==> src/rtl/ps2_keyboard_tx.sv <==
// Device-side PS/2 keyboard emulator: buffers scan-code bytes in a FIFO and
// serializes each as an 11-bit frame (start, D0..D7, odd parity, stop).
module ps2_keyboard_tx #(
    parameter int CLK_DIV = 4,
    parameter int GAP     = 8,
    parameter int DEPTH   = 8
) (
    input  logic                     clk,
    input  logic                     resetn,
    input  logic [7:0]               in_data,
    input  logic                     in_valid,
    output logic                     in_ready,
    output logic                     ps2_clk,
    output logic                     ps2_data,
    output logic                     busy,
    output logic [$clog2(DEPTH):0]   fifo_count
);

    localparam int PTR_W = $clog2(DEPTH);
    localparam int CNT_W = PTR_W + 1;
    localparam int PH_W  = $clog2(2 * CLK_DIV);
    localparam int GAP_W = (GAP > 1) ? $clog2(GAP) : 1;

    localparam logic [PH_W-1:0]  PH_LAST  = PH_W'(2 * CLK_DIV - 1);
    localparam logic [PH_W-1:0]  PH_HALF  = PH_W'(CLK_DIV);
    localparam logic [GAP_W-1:0] GAP_LAST = GAP_W'(GAP - 1);
    localparam logic [CNT_W-1:0] CNT_FULL = CNT_W'(DEPTH);

    typedef enum logic [1:0] {
        ST_IDLE = 2'd0,
        ST_SEND = 2'd1,
        ST_GAP  = 2'd2
    } state_t;

    function automatic logic odd_parity(input logic [7:0] d);
        return ~^d;
    endfunction

    function automatic logic [10:0] make_frame(input logic [7:0] d);
        return {1'b1, odd_parity(d), d, 1'b0};
    endfunction

    state_t             r_state, w_state_n;
    logic [10:0]        r_frame, w_frame_n;
    logic [3:0]         r_idx, w_idx_n, w_idx_inc;
    logic [PH_W-1:0]    r_phase, w_phase_n, w_phase_inc;
    logic [GAP_W-1:0]   r_gap, w_gap_n;
    logic               r_ps2_clk, w_clk_n;
    logic               r_ps2_data, w_data_n;
    logic               r_busy, w_busy_n;
    logic               r_in_ready, w_in_ready_n;
    logic [7:0]         r_mem [DEPTH];
    logic [PTR_W-1:0]   r_wptr, w_wptr_n, r_rptr, w_rptr_n;
    logic [CNT_W-1:0]   r_count, w_count_n;
    logic               w_push, w_pop;

    // Next-state, next-output and FIFO bookkeeping.
    always_comb begin
        w_push       = in_valid && r_in_ready;
        w_pop        = (r_state == ST_IDLE) && (r_count != CNT_W'(0));
        w_state_n    = r_state;
        w_frame_n    = r_frame;
        w_idx_n      = r_idx;
        w_phase_n    = r_phase;
        w_gap_n      = r_gap;
        w_clk_n      = 1'b1;
        w_data_n     = 1'b1;
        w_phase_inc  = r_phase + PH_W'(1);
        w_idx_inc    = r_idx + 4'd1;

        case (r_state)
            ST_IDLE: begin
                if (w_pop) begin
                    w_frame_n = make_frame(r_mem[r_rptr]);
                    w_idx_n   = 4'd0;
                    w_phase_n = PH_W'(0);
                    w_state_n = ST_SEND;
                    w_data_n  = 1'b0;
                end else begin
                    w_state_n = ST_IDLE;
                end
            end
            ST_SEND: begin
                if (r_phase == PH_LAST) begin
                    w_phase_n = PH_W'(0);
                    if (r_idx == 4'd10) begin
                        w_state_n = ST_GAP;
                        w_gap_n   = GAP_W'(0);
                    end else begin
                        // Data moves only together with the rising clock.
                        w_idx_n  = w_idx_inc;
                        w_data_n = r_frame[w_idx_inc];
                    end
                end else begin
                    w_phase_n = w_phase_inc;
                    w_clk_n   = (w_phase_inc < PH_HALF);
                    w_data_n  = r_ps2_data;
                end
            end
            ST_GAP: begin
                if (r_gap == GAP_LAST) begin
                    w_state_n = ST_IDLE;
                end else begin
                    w_gap_n = r_gap + GAP_W'(1);
                end
            end
            default: begin
                w_state_n = ST_IDLE;
            end
        endcase

        w_busy_n = (w_state_n != ST_IDLE);
        w_wptr_n = w_push ? (r_wptr + PTR_W'(1)) : r_wptr;
        w_rptr_n = w_pop  ? (r_rptr + PTR_W'(1)) : r_rptr;

        case ({w_push, w_pop})
            2'b10:   w_count_n = r_count + CNT_W'(1);
            2'b01:   w_count_n = r_count - CNT_W'(1);
            default: w_count_n = r_count;
        endcase
        w_in_ready_n = (w_count_n != CNT_FULL);
    end

    // State, counters and registered outputs.
    always_ff @(posedge clk) begin
        if (!resetn) begin
            r_state    <= ST_IDLE;
            r_frame    <= 11'h7FF;
            r_idx      <= 4'd0;
            r_phase    <= PH_W'(0);
            r_gap      <= GAP_W'(0);
            r_ps2_clk  <= 1'b1;
            r_ps2_data <= 1'b1;
            r_busy     <= 1'b0;
            r_in_ready <= 1'b1;
            r_wptr     <= PTR_W'(0);
            r_rptr     <= PTR_W'(0);
            r_count    <= CNT_W'(0);
        end else begin
            r_state    <= w_state_n;
            r_frame    <= w_frame_n;
            r_idx      <= w_idx_n;
            r_phase    <= w_phase_n;
            r_gap      <= w_gap_n;
            r_ps2_clk  <= w_clk_n;
            r_ps2_data <= w_data_n;
            r_busy     <= w_busy_n;
            r_in_ready <= w_in_ready_n;
            r_wptr     <= w_wptr_n;
            r_rptr     <= w_rptr_n;
            r_count    <= w_count_n;
        end
    end

    // FIFO storage; contents need no reset since the pointers define validity.
    always_ff @(posedge clk) begin
        if (w_push) begin
            r_mem[r_wptr] <= in_data;
        end
    end

    assign in_ready   = r_in_ready;
    assign ps2_clk    = r_ps2_clk;
    assign ps2_data   = r_ps2_data;
    assign busy       = r_busy;
    assign fifo_count = r_count;

endmodule

==> config.mk <==
export PLATFORM = sky130hd
export DESIGN_NAME = ps2_keyboard_tx
export DESIGN_NICKNAME = d
export VERILOG_FILES = /design/src/rtl/ps2_keyboard_tx.sv
export SDC_FILE = /design/constraint.sdc
export NUM_CORES = 1
export LEC_CHECK = 0
export BUFFER_PORTS_ARGS = -buffer_cell sky130_fd_sc_hd__buf_2
export CELL_PAD_IN_SITES_DETAIL_PLACEMENT = 1
export CELL_PAD_IN_SITES_GLOBAL_PLACEMENT = 1
export CORE_UTILIZATION = 35
export DETAILED_ROUTE_END_ITERATION = 12
export PLACE_DENSITY = 0.61
export SETUP_SLACK_MARGIN = 0.2
export SLEW_MARGIN = 10
export SYNTH_ARGS = -nofsm -noshare
export SYNTH_HDL_FRONTEND = slang
export SYNTH_SLANG_ARGS = --single-unit
==> constraint.sdc <==
create_clock -name clk -period 5 [get_ports clk]
set_input_delay 0.25 -clock clk [delete_from_list [all_inputs] [get_ports clk]]
set_output_delay 0.25 -clock clk [all_outputs]
set_load 0.02 [all_outputs]
==> results.txt <==
Nets -> 335
Hold buffer count at CTS -> 0
Clk root buf -> clkbuf_16
DR WL/cell -> 16.9 um
Final Wtd Congestion -> 0.729
Later-pin clock latency in the skew report -> 360 ps
DR pass1 iterations -> 4
Overflow after GRT -> 0
Rows -> 40
Initial antenna violation count -> 0
Clk pin slew, worst setup/hold paths -> 70 ps
P&R area growth vs syn -> 12.4%
Vias after detailed routing -> 2,349
Multi-input logic area -> 0.00156 mm2
Startpoint types -> register
Setup TNS -> 0 ps
Vias per inst -> 4.83
Final max-slew violation count -> 0
Total wire length -> 8220 um
Num CTS Buffers -> 9
Post-CTS resize count -> 0
Drt first-iter violations -> 99
Final setup violation count -> 0
Post-route ant nets -> 0
Synth Warn # -> 0
Synthesized net count -> 318
Synth Flop Type -> edfxtp_1
Pleak -> 1.67 nW
Synthesized netlist cell count -> 296
Max-cap viol count -> 0
Tcrit/Tclk final -> 60.0%
Fin Hold WS -> 166 ps
Worst-Margin Slew -> 1030 ps
Mapped Area -> 0.00433 mm2
H-tree levels -> 3
Number of remaining DRC errors -> 0
Post-synth EDFFs -> 64
Pin count of the biggest net entering global routing -> 35
Hold Violations, Final -> 0
Fillcell total -> 1,242
CTS max path bufs -> 2
FMAX -> 333 MHz
Min cycle time layout -> 3000 ps
Final Instance Area -> 0.00487 mm2
Sequential share of the synthesized area -> 62.4%
Crit. End Element -> register
HP Class -> input pin to register
Critical Path RT -> 5230 ps
RSZ-0062 raised after global routing -> no
Initial Util -> 35.9%
WS Path Type -> register to register
Sequential cell area -> 0.00270 mm2
Global Route Usage Sum -> 14.4%
Die Ht -> 113 um
CTS tree -> done
Die width -> 113 um
IO Port Bufs -> 18
Status -> finished, final reports clean
Setup Buffers After CTS -> 0
Crit path DAT -> 3230 ps
Ports -> 19
Crit path max fanout -> 23
Clock skew -> 8.68 ps
Clk sink count -> 103
Ys async rst share -> 0%
R2R setup slack -> 2000 ps
Syn_area_per_cell -> 14.6 um2
Layout cell share with drive strength beyond 1 -> 20.1%
Core area -> 0.0121 mm2
Peak VDD IR -> 266 uV
Yosys cell types -> 45
Final HPWL from detailed placement -> 5350 um
Final Total Pwr -> 0.00258 W
Number of inserted diodes -> 0
First-pass GRT wire length -> 13,500 um
Slew HR -> 30.8%
Number of global-route vias before repair -> 2,517
Power Dens Cells -> 531 mW/mm2
Placed Instance Area -> 0.00459 mm2
Die area -> 0.0128 mm2
Synthesized flop and latch total -> 103
==> stage by stage <==
step                      worst slack (ps)  utilization, %  instances
after floorplan                       2470               -        296
after global placement                2070            38.1        470
after detailed placement              1940            38.1        470
after CTS                             1940            40.4        486
after global routing                  1710            40.4        486
final                                 2000            40.4        486
==> worst max-delay path, cell delays in order, from the launching register on <==
cell and delay [ps]:
dfxtp_1 400, nor4_1 350, or3_1 660, inv_2 120
ha_1 290, xor2_1 190, ha_1 190, a21oi_1 140
xor2_1 160, nor2_1 60, xnor2_1 190, o211ai_1 130
==> cell usage after synthesis (7+ instances only) <==
cell | n | area share, %
a21oi_1 | 9 | 1.0
and2_1 | 9 | 1.3
clkbuf_1 | 9 | 0.78
dfxtp_1 | 39 | 18
edfxtp_1 | 64 | 44
ha_1 | 11 | 3.2
mux4_2 | 18 | 9.4
nand2_1 | 21 | 1.8
nand3_1 | 8 | 0.92
nor2_1 | 9 | 0.78
nor2b_1 | 15 | 2.2
nor3_1 | 7 | 0.81
o211ai_1 | 9 | 1.6
xnor2_1 | 12 | 2.4
==> where the power goes <==
part	internal [W]	switching [W]
Sequential	0.00102	0.0000935
Combinational	0.000372	0.000422
Clock	0.000349	0.000330
==> layout make-up <==
cell class | instances | share of cell area, %
clock buffers | 11 | 4.78
clock inverters | 5 | 0.951
inverters | 4 | 0.308
multi-input cells | 175 | 32.0
flip-flops and latches | 103 | 55.5
well taps | 168 | 4.32
repair buffers | 20 | 2.16
==> cell families (layout without fill, tap and decap cells) <==
group                      after synthesis  after routing  share of synthesized area (%)
muxes                                   28             28                           12.9
and+or+nand+nor                         85             85                           10.4
adders and majority gates               11             11                           3.18
buffers and inverters                   18             40                           2.14
xor gates and xnor gates                18             18                           3.81
DFF                                    103            103                           62.4
AOI/OAI and AO/OA                       33             33                           5.17
==> layer usage <==
layer  track usage (%)  wire length [um]
met1              17.2              3670
met2              24.1              4110
met3              4.61               272
met4              6.05               166
met5                 0                 0
==> sequential cells by signal (all words and copies together), names as in the netlist, 2 cells and up, named ones only <==
name        cells
fifo_count      4
r_frame        10
r_gap           3
r_idx           4
r_mem          64
r_phase         3
r_rptr          3
r_state         2
r_wptr          3
==> path summary, 6_finish.rpt <==
path	start	endpoint	depth (start not counted)
setup / recovery	fifo_count[1]	in_ready	11
hold / removal	in_data[6]	r_mem[3][6]	1
setup reg to reg	fifo_count[1]	in_ready	11
hold reg to reg	r_frame[0]	r_frame[0]	2
==> layout by cell type, fill, tap and decap left out, types with 2 or more instances in the layout <==
cell        n
or2_1       2
a21boi_0    2
o21ai_1     3
a22oi_1     3
and2_1      9
nand2_1    21
nor4bb_1    2
a21oi_1     9
o211ai_1    9
xnor2_1    12
nor3b_1     2
nor2b_1    15
buf_2      18
nor3_1      3
nand2b_1    4
clkbuf_16   9
mux2i_1     5
mux2i_4     4
inv_1       3
buf_4       2
xor2_1      5
nor2_1      9
mux4_2     18
dfxtp_1    39
inv_6       4
edfxtp_1   64
nor3_2      4
nand3_1     8
clkbuf_1    2
nor4_1      2
ha_1       11
Note: power is estimated with default switching activity, not from simulation.
